[config.mk]
export PLATFORM = sky130hd
export DESIGN_NAME = bus_arbiter2
export DESIGN_NICKNAME = d
export VERILOG_FILES = /design/src/rtl/bus_arbiter2.sv
export SDC_FILE = /design/constraint.sdc
export NUM_CORES = 1
export LEC_CHECK = 0
export ABC_AREA = 1
export CAP_MARGIN = 20
export CORE_MARGIN = 2
export CORE_UTILIZATION = 44
export CTS_CLUSTER_DIAMETER = 200
export DETAILED_ROUTE_END_ITERATION = 8
export MAX_ROUTING_LAYER = met4
export PLACE_DENSITY = 0.8
export SLEW_MARGIN = 15
export SYNTH_ARGS = -nofsm -noshare
export SYNTH_HDL_FRONTEND = slang
export SYNTH_SLANG_ARGS = --single-unit
[constraint.sdc]
create_clock -name clock -period 1.8 [get_ports clock]
set_input_delay 0.18 -clock clock [delete_from_list [all_inputs] [get_ports clock]]
set_output_delay 0.18 -clock clock [all_outputs]
set_load 0.03 [all_outputs]
[src/rtl/bus_arbiter2.sv]
// bus_arbiter2
//   Two-master round-robin arbiter in front of one bus slave. Each transaction
//   is forwarded as a single-cycle s_trans pulse. The response goes back only to
//   the master that was granted. If the slave does not answer within TIMEOUT
//   cycles, the master gets an error response instead.
//
// Ports
//   clock, rst                     clock and synchronous active-high reset
//   mX_trans/write/waddr/wdata     master X request (held until mX_readyout)
//   mX_readyout/rdata/err          master X one-cycle response, err = timeout
//   s_trans/write/waddr/wdata      registered request towards the slave
//   s_readyout/rdata               slave response
module bus_arbiter2 #(
  parameter int AW      = 8,
  parameter int DW      = 8,
  parameter int TIMEOUT = 15
) (
  input  logic          clock,
  input  logic          rst,
  input  logic          m0_trans,
  input  logic          m0_write,
  input  logic [AW-1:0] m0_waddr,
  input  logic [DW-1:0] m0_wdata,
  output logic          m0_readyout,
  output logic [DW-1:0] m0_rdata,
  output logic          m0_err,
  input  logic          m1_trans,
  input  logic          m1_write,
  input  logic [AW-1:0] m1_waddr,
  input  logic [DW-1:0] m1_wdata,
  output logic          m1_readyout,
  output logic [DW-1:0] m1_rdata,
  output logic          m1_err,
  output logic          s_trans,
  output logic          s_write,
  output logic [AW-1:0] s_waddr,
  output logic [DW-1:0] s_wdata,
  input  logic          s_readyout,
  input  logic [DW-1:0] s_rdata
);

  typedef enum logic [1:0] {IDLE, ISSUE, WAIT, RESP} state_t;

  // The counter only needs to reach TIMEOUT-1 before the FSM leaves WAIT.
  localparam int CW = (TIMEOUT > 1) ? $clog2(TIMEOUT) : 1;
  localparam logic [CW-1:0] CNT_LAST = (TIMEOUT == 0) ? '0 : CW'(TIMEOUT - 1);

  state_t          state_q, state_d;
  logic            last_grant_q, last_grant_d;
  logic            grant_q, grant_d;
  logic [CW-1:0]   cnt_q, cnt_d;
  logic            s_trans_q, s_trans_d;
  logic            s_write_q, s_write_d;
  logic [AW-1:0]   s_waddr_q, s_waddr_d;
  logic [DW-1:0]   s_wdata_q, s_wdata_d;
  logic            m0_rdy_q, m0_rdy_d, m1_rdy_q, m1_rdy_d;
  logic            m0_err_q, m0_err_d, m1_err_q, m1_err_d;
  logic [DW-1:0]   m0_rdata_q, m0_rdata_d, m1_rdata_q, m1_rdata_d;
  logic            gnt_sel;
  logic            resp_fire;
  logic            resp_err;
  logic [DW-1:0]   resp_data;

  always_comb begin
    state_d      = state_q;
    last_grant_d = last_grant_q;
    grant_d      = grant_q;
    cnt_d        = cnt_q;
    s_trans_d    = s_trans_q;
    s_write_d    = s_write_q;
    s_waddr_d    = s_waddr_q;
    s_wdata_d    = s_wdata_q;
    m0_rdy_d     = m0_rdy_q;
    m1_rdy_d     = m1_rdy_q;
    m0_err_d     = m0_err_q;
    m1_err_d     = m1_err_q;
    m0_rdata_d   = m0_rdata_q;
    m1_rdata_d   = m1_rdata_q;
    gnt_sel      = 1'b0;
    resp_fire    = 1'b0;
    resp_err     = 1'b0;
    resp_data    = '0;

    case (state_q)
      IDLE: begin
        if (m0_trans || m1_trans) begin
          // A tie goes to the master that was not served last.
          gnt_sel   = (m0_trans && m1_trans) ? ~last_grant_q : m1_trans;
          grant_d   = gnt_sel;
          s_trans_d = 1'b1;
          s_write_d = gnt_sel ? m1_write : m0_write;
          s_waddr_d = gnt_sel ? m1_waddr : m0_waddr;
          s_wdata_d = gnt_sel ? m1_wdata : m0_wdata;
          state_d   = ISSUE;
        end
      end
      ISSUE: begin
        s_trans_d = 1'b0;
        cnt_d     = '0;
        state_d   = WAIT;
      end
      WAIT: begin
        // Slave data has priority over a timeout that expires in the same cycle.
        if (s_readyout) begin
          resp_fire = 1'b1;
          resp_data = s_rdata;
        end else if (TIMEOUT != 0 && cnt_q == CNT_LAST) begin
          resp_fire = 1'b1;
          resp_err  = 1'b1;
          resp_data = {DW{1'b1}};
        end else begin
          cnt_d = cnt_q + CW'(1);
        end
        if (resp_fire) begin
          if (grant_q) begin
            m1_rdy_d   = 1'b1;
            m1_err_d   = resp_err;
            m1_rdata_d = resp_data;
          end else begin
            m0_rdy_d   = 1'b1;
            m0_err_d   = resp_err;
            m0_rdata_d = resp_data;
          end
          state_d = RESP;
        end
      end
      RESP: begin
        m0_rdy_d     = 1'b0;
        m1_rdy_d     = 1'b0;
        m0_err_d     = 1'b0;
        m1_err_d     = 1'b0;
        last_grant_d = grant_q;
        state_d      = IDLE;
      end
      default: state_d = IDLE;
    endcase
  end

  always_ff @(posedge clock) begin
    if (rst) begin
      state_q      <= IDLE;
      last_grant_q <= 1'b1;
      grant_q      <= 1'b0;
      cnt_q        <= '0;
      s_trans_q    <= 1'b0;
      s_write_q    <= 1'b0;
      s_waddr_q    <= '0;
      s_wdata_q    <= '0;
      m0_rdy_q     <= 1'b0;
      m1_rdy_q     <= 1'b0;
      m0_err_q     <= 1'b0;
      m1_err_q     <= 1'b0;
      m0_rdata_q   <= '0;
      m1_rdata_q   <= '0;
    end else begin
      state_q      <= state_d;
      last_grant_q <= last_grant_d;
      grant_q      <= grant_d;
      cnt_q        <= cnt_d;
      s_trans_q    <= s_trans_d;
      s_write_q    <= s_write_d;
      s_waddr_q    <= s_waddr_d;
      s_wdata_q    <= s_wdata_d;
      m0_rdy_q     <= m0_rdy_d;
      m1_rdy_q     <= m1_rdy_d;
      m0_err_q     <= m0_err_d;
      m1_err_q     <= m1_err_d;
      m0_rdata_q   <= m0_rdata_d;
      m1_rdata_q   <= m1_rdata_d;
    end
  end

  assign s_trans     = s_trans_q;
  assign s_write     = s_write_q;
  assign s_waddr     = s_waddr_q;
  assign s_wdata     = s_wdata_q;
  assign m0_readyout = m0_rdy_q;
  assign m0_rdata    = m0_rdata_q;
  assign m0_err      = m0_err_q;
  assign m1_readyout = m1_rdy_q;
  assign m1_rdata    = m1_rdata_q;
  assign m1_err      = m1_err_q;

endmodule

Yosys cells after proc, flatten, opt, wreduce, memory -nomap -nowiden:

Cells that the tools add are included.

* equal/unequal tests: 10
* multiplexer cells: 30
* bitwise gates (word level): 2
* reductions and logical operators: 14
* $add $sub $neg: 1

Operator list (count)
* $mux 8: 4
* $mux 1: 15
* $reduce_and 3->1: 5
* $ne 2x2->1 const B: 6
* $pmux 1 s2: 5
* $mux 4: 2
* $pmux 2 s4: 1
* $pmux 4 s2: 1
* $reduce_and 2->1: 3
* $reduce_bool 2->1: 3
* $add 4x1->4 const B: 1
* $eq 2x2->1 const B: 2
* $eq 4x4->1 const B: 1
* $mux 2: 2
* $eq 2x1->1 const B: 1
* $logic_not 2->1: 1
* $not 1->1: 2
* $logic_and 1x1->1: 1
* $logic_or 1x1->1: 1

* bits in registers: 46
* output and inout bits: 38
* word-level logic and storage cells: 71

Depth between registers and ports, before layout:

* depth after elaboration: 6
* gate-level depth with buffers: 9
* depth with buffers taken out: 8

Worst setup path after synthesis:

Ideal clock, no wire load.

* path type: register -> register
* start: register state_q[0]
* end: register m1_rdata_q[5], in the netlist m1_rdata[5]
* required time: 1.669 ns
* arrival: 1.203 ns
* cell stages (with the launch flop): 9
* buffers on the path: 2
* path slack: 0.465 ns
* path through: dfxtp_1 -> inv_1 -> ha_1 -> buf_6 -> nand2_4 -> inv_2 -> buf_6 -> a21oi_1 -> nor3_2

* word-level cells in the longest chain between the ends: 2

RTL lines
* start: declaration: RTL line 48 `state_t state_q, state_d;`
* start signal: assignment: RTL line 156 `state_q <= state_d;`
* $eq 2x2->1: RTL line 84 `case (state_q)`
* $reduce_and 3->1 (no source line)
* end signal: assignment: RTL line 169 `m1_rdata_q <= m1_rdata_d;`
* end: declaration: RTL line 58 `logic [DW-1:0] m0_rdata_q, m0_rdata_d, m1_rdata_q, m1_rdata_d;`

Every way passes these cells.
A chain may end at the register's enable or synchronous reset.

Worst setup path after layout:

* start: register state_q[0]
* end: register m0_rdata_q[3], in the netlist m0_rdata[3]

* word-level cells in the longest chain between the ends: 2

RTL lines
* $eq 2x2->1: RTL line 84
* $reduce_and 3->1 (no source line)
* end signal: assignment: RTL line 168 `m0_rdata_q <= m0_rdata_d;`
* end: declaration: RTL line 58

Every way passes these cells.

==> reports/metrics.cfg <==
[status]
result_of_the_run = finished, final reports clean

[placed_design]
placement.io_buffers = 84
place.detailed.hpwl_mm = 3.927
worst_case_setup_slack_after_placement_ps = 216.4
post_placement_cell_area_um2 = 3028
weighted_congestion_reported_at_the_end_of_routability_driven_placement = 0.8418
placed_cells_incl_taps = 438

[worst_setup_path]
critical-path-slowest-cell = sky130_fd_sc_hd__ha_1
cp-start-kind = register
timing.critical_path.arrival_ps = 1790
cp.required_ps = 2030
crit_path_max_incr_delay_ps = 340
path_cells = inv_1 > ha_1 > inv_2 > nor2_2 > nand2_1 > a21oi_1
critical_path.n_buffers_inverters = 2
timing_worst_setup_path_type = reg2reg
crit_path_end_kind = register
crit_path_max_fanout = 8
worst_path_dominant_cell_family = simple AND/OR/NAND/NOR gates

[floorplan]
starting_utilization_of_the_core_area_pct = 46.25
fp.dieArea_um2 = 5614
core_region_area_um2 = 4786
placement_rows = 25
die_h_um = 74.93
chipWidth_um = 74.93
i_o_pin_count = 85

[pwr]
power_total_mw = 3.692
power-per-cell-area_nw_per_um2 = 1183
worst_vdd_drop_mv = 0.6539
power.static_leakage_nw = 1.303

[synthesis]
synth-seq-area-share_pct = 41.61
ys_ff_latch = 46
synth-edff-count = 0
synthCells = 299
synth_fp_nets = 353
synth.largest_area_cell = sky130_fd_sc_hd__dfxtp_1
postSynth.topFlopCell = sky130_fd_sc_hd__dfxtp_1
synth.cell_area_um2 = 2213
synth_largest_type_area_fraction_pct = 41.61
synthesis.yosys.warnings = 0
async_flop_share_pct = 0
syn-mean-instance-area_um2 = 7.403
ys_types = 23
ys_top_cells_by_area = sky130_fd_sc_hd__dfxtp_1 (42%), sky130_fd_sc_hd__nand2_1 (13%), sky130_fd_sc_hd__a21oi_1 (10%), sky130_fd_sc_hd__nor2_1 (5.1%), sky130_fd_sc_hd__buf_6 (4.1%)

[cts]
resized_gates_after_cts = 0
clk_latency_ps = 300
cts_sinks = 46
cts.htree.levels = 2
root_buffer = sky130_fd_sc_hd__clkbuf_8
post_cts_buffers = 0
post_cts_hold_buffer_count = 0
cts_tree = done
cts_inserted_buffers = 5
clkSlewWorstSetupHoldPaths_ps = 80
clockBufferDepth = 2

[global_route]
number_of_antenna_violations_at_the_first_check_in_global_routing = 0
pin_count_of_the_biggest_net_entering_global_routing = 36
grt_pass1_vias = 2014
global_route.usage.total_pct = 20.98
grt_pass1_wl_mm = 8.818
global_route.overflow_total = 0

[sta]
setup_violations = 0
grt_setup_unrepaired = no
final.hold.worst_slack_ps = 449.7
finalHoldViolations = 0
postLayoutSetupSlackWorst_ps = 238.7
fin_skew_ps = 2.935
min_period_over_period_pct = 86.74
maxSlewHeadroom_pct = 77.75
min_period_ps = 1561
timing.setup.tns_ps = 0
maxSlewViolCount = 0
worst-slew-pin-transition_ps = 332.7
clock.fmax_mhz = 640.5

[finish]
utilization_pct = 65.18
num_antenna_cells = 0
fin_cells = 446
drive_gt1_share_pct = 8.179
flow.area_growth_from_synthesis_pct = 40.93
final_area_um2 = 3119
mostFrequentLayoutCell = sky130_fd_sc_hd__clkdlybuf4s50_1
layout_common_cells = sky130_fd_sc_hd__clkdlybuf4s50_1 (84), sky130_fd_sc_hd__nand2_1 (78), sky130_fd_sc_hd__a21oi_1 (46), sky130_fd_sc_hd__dfxtp_1 (46), sky130_fd_sc_hd__nor2_1 (30)
design.final.nets = 432

[detailed_routing]
via_per_inst = 4.756
avgRoutedWirePerCell_um = 11.72
dr.pass1.iters = 4
drt_iter0_markers = 112
drt_wl_total_mm = 5.227
ant_nets = 0
routed-via-count = 2121
drc = 0

[job]
cap_violations = 0

[min_path]
type_of_the_worst_min_delay_path = reg2reg

[worst paths after layout]
path / from / endpoint / slack (ps) / cells after the start
worst max-delay path: state_q[0] / m0_rdata[3] / 240 / 6
worst min register to register: m0_rdata[0] / m0_rdata[0] / 450 / 2
worst max register to register: state_q[0] / m0_rdata[3] / 240 / 6
worst min-delay path: m0_rdata[0] / m0_rdata[0] / 450 / 2
[cell type report]
type                    instances  area [µm²]
flip-flops and latches         46       920.9
fillers                       430        1667
multi-input cells             213        1057
well taps                      67       83.83
repair buffers                 88       870.8
clock buffers                   7       86.33
inverters                      24       95.09
clock inverters                 1       5.005
[power by group]
part | internal, mW | total, mW | leakage (nW) | switching (mW)
Sequential | 1.24 | 1.36 | 0.376 | 0.126
Combinational | 0.664 | 1.68 | 0.879 | 1.01
Clock | 0.310 | 0.650 | 0.0482 | 0.340
Total | 2.21 | 3.69 | 1.30 | 1.48
[state kept, by name, summed over array words and instances (netlist names)]
register,flops
m0_rdata,8
m1_rdata,8
s_waddr,8
s_wdata,8
cnt_q,4
state_q,2
grant_q,1
last_grant_q,1
m0_err,1
m0_readyout,1
m1_err,1
m1_readyout,1
s_trans,1
s_write,1
[cells by family (layout without fill, tap and decap cells)]
family                     count (synthesis)  in the layout  share of synthesized area, %
AOI/OAI and AO/OA                         65             65                         14.87
adders and majority gates                  7              7                         3.957
buffers and inverters                     40            120                         10.63
DFF                                       46             46                         41.61
and+or+nand+nor                          141            141                         28.94
[tightest hold or removal path, delay by kind of cell, from the launching register on]
kind / cells / cell delay [ps]
DFF: 1 / 320
buffers and inverters: 1 / 50
AOI/OAI and AO/OA: 1 / 50
[synth_stat cells, types with 3 or more instances]
cell type and n:
sky130_fd_sc_hd__inv_1 19, sky130_fd_sc_hd__nand2_1 78, sky130_fd_sc_hd__a21oi_1 46, sky130_fd_sc_hd__ha_1 7
sky130_fd_sc_hd__nand4_1 4, sky130_fd_sc_hd__inv_2 3, sky130_fd_sc_hd__nor2_1 30, sky130_fd_sc_hd__o21ai_0 11
sky130_fd_sc_hd__dfxtp_1 46, sky130_fd_sc_hd__nor3_1 8, sky130_fd_sc_hd__buf_4 5, sky130_fd_sc_hd__buf_6 8
sky130_fd_sc_hd__nor3_2 8, sky130_fd_sc_hd__nand3_1 7, sky130_fd_sc_hd__o21ai_1 7
[per-layer routing]
metal  wire length, µm  global-route usage, %
met4                30                  7.738
met2              2356                  32.65
met3               442                  6.827
met1              2398                  25.35
met5                 0                      -
Note: power is estimated with default switching activity, not from simulation.
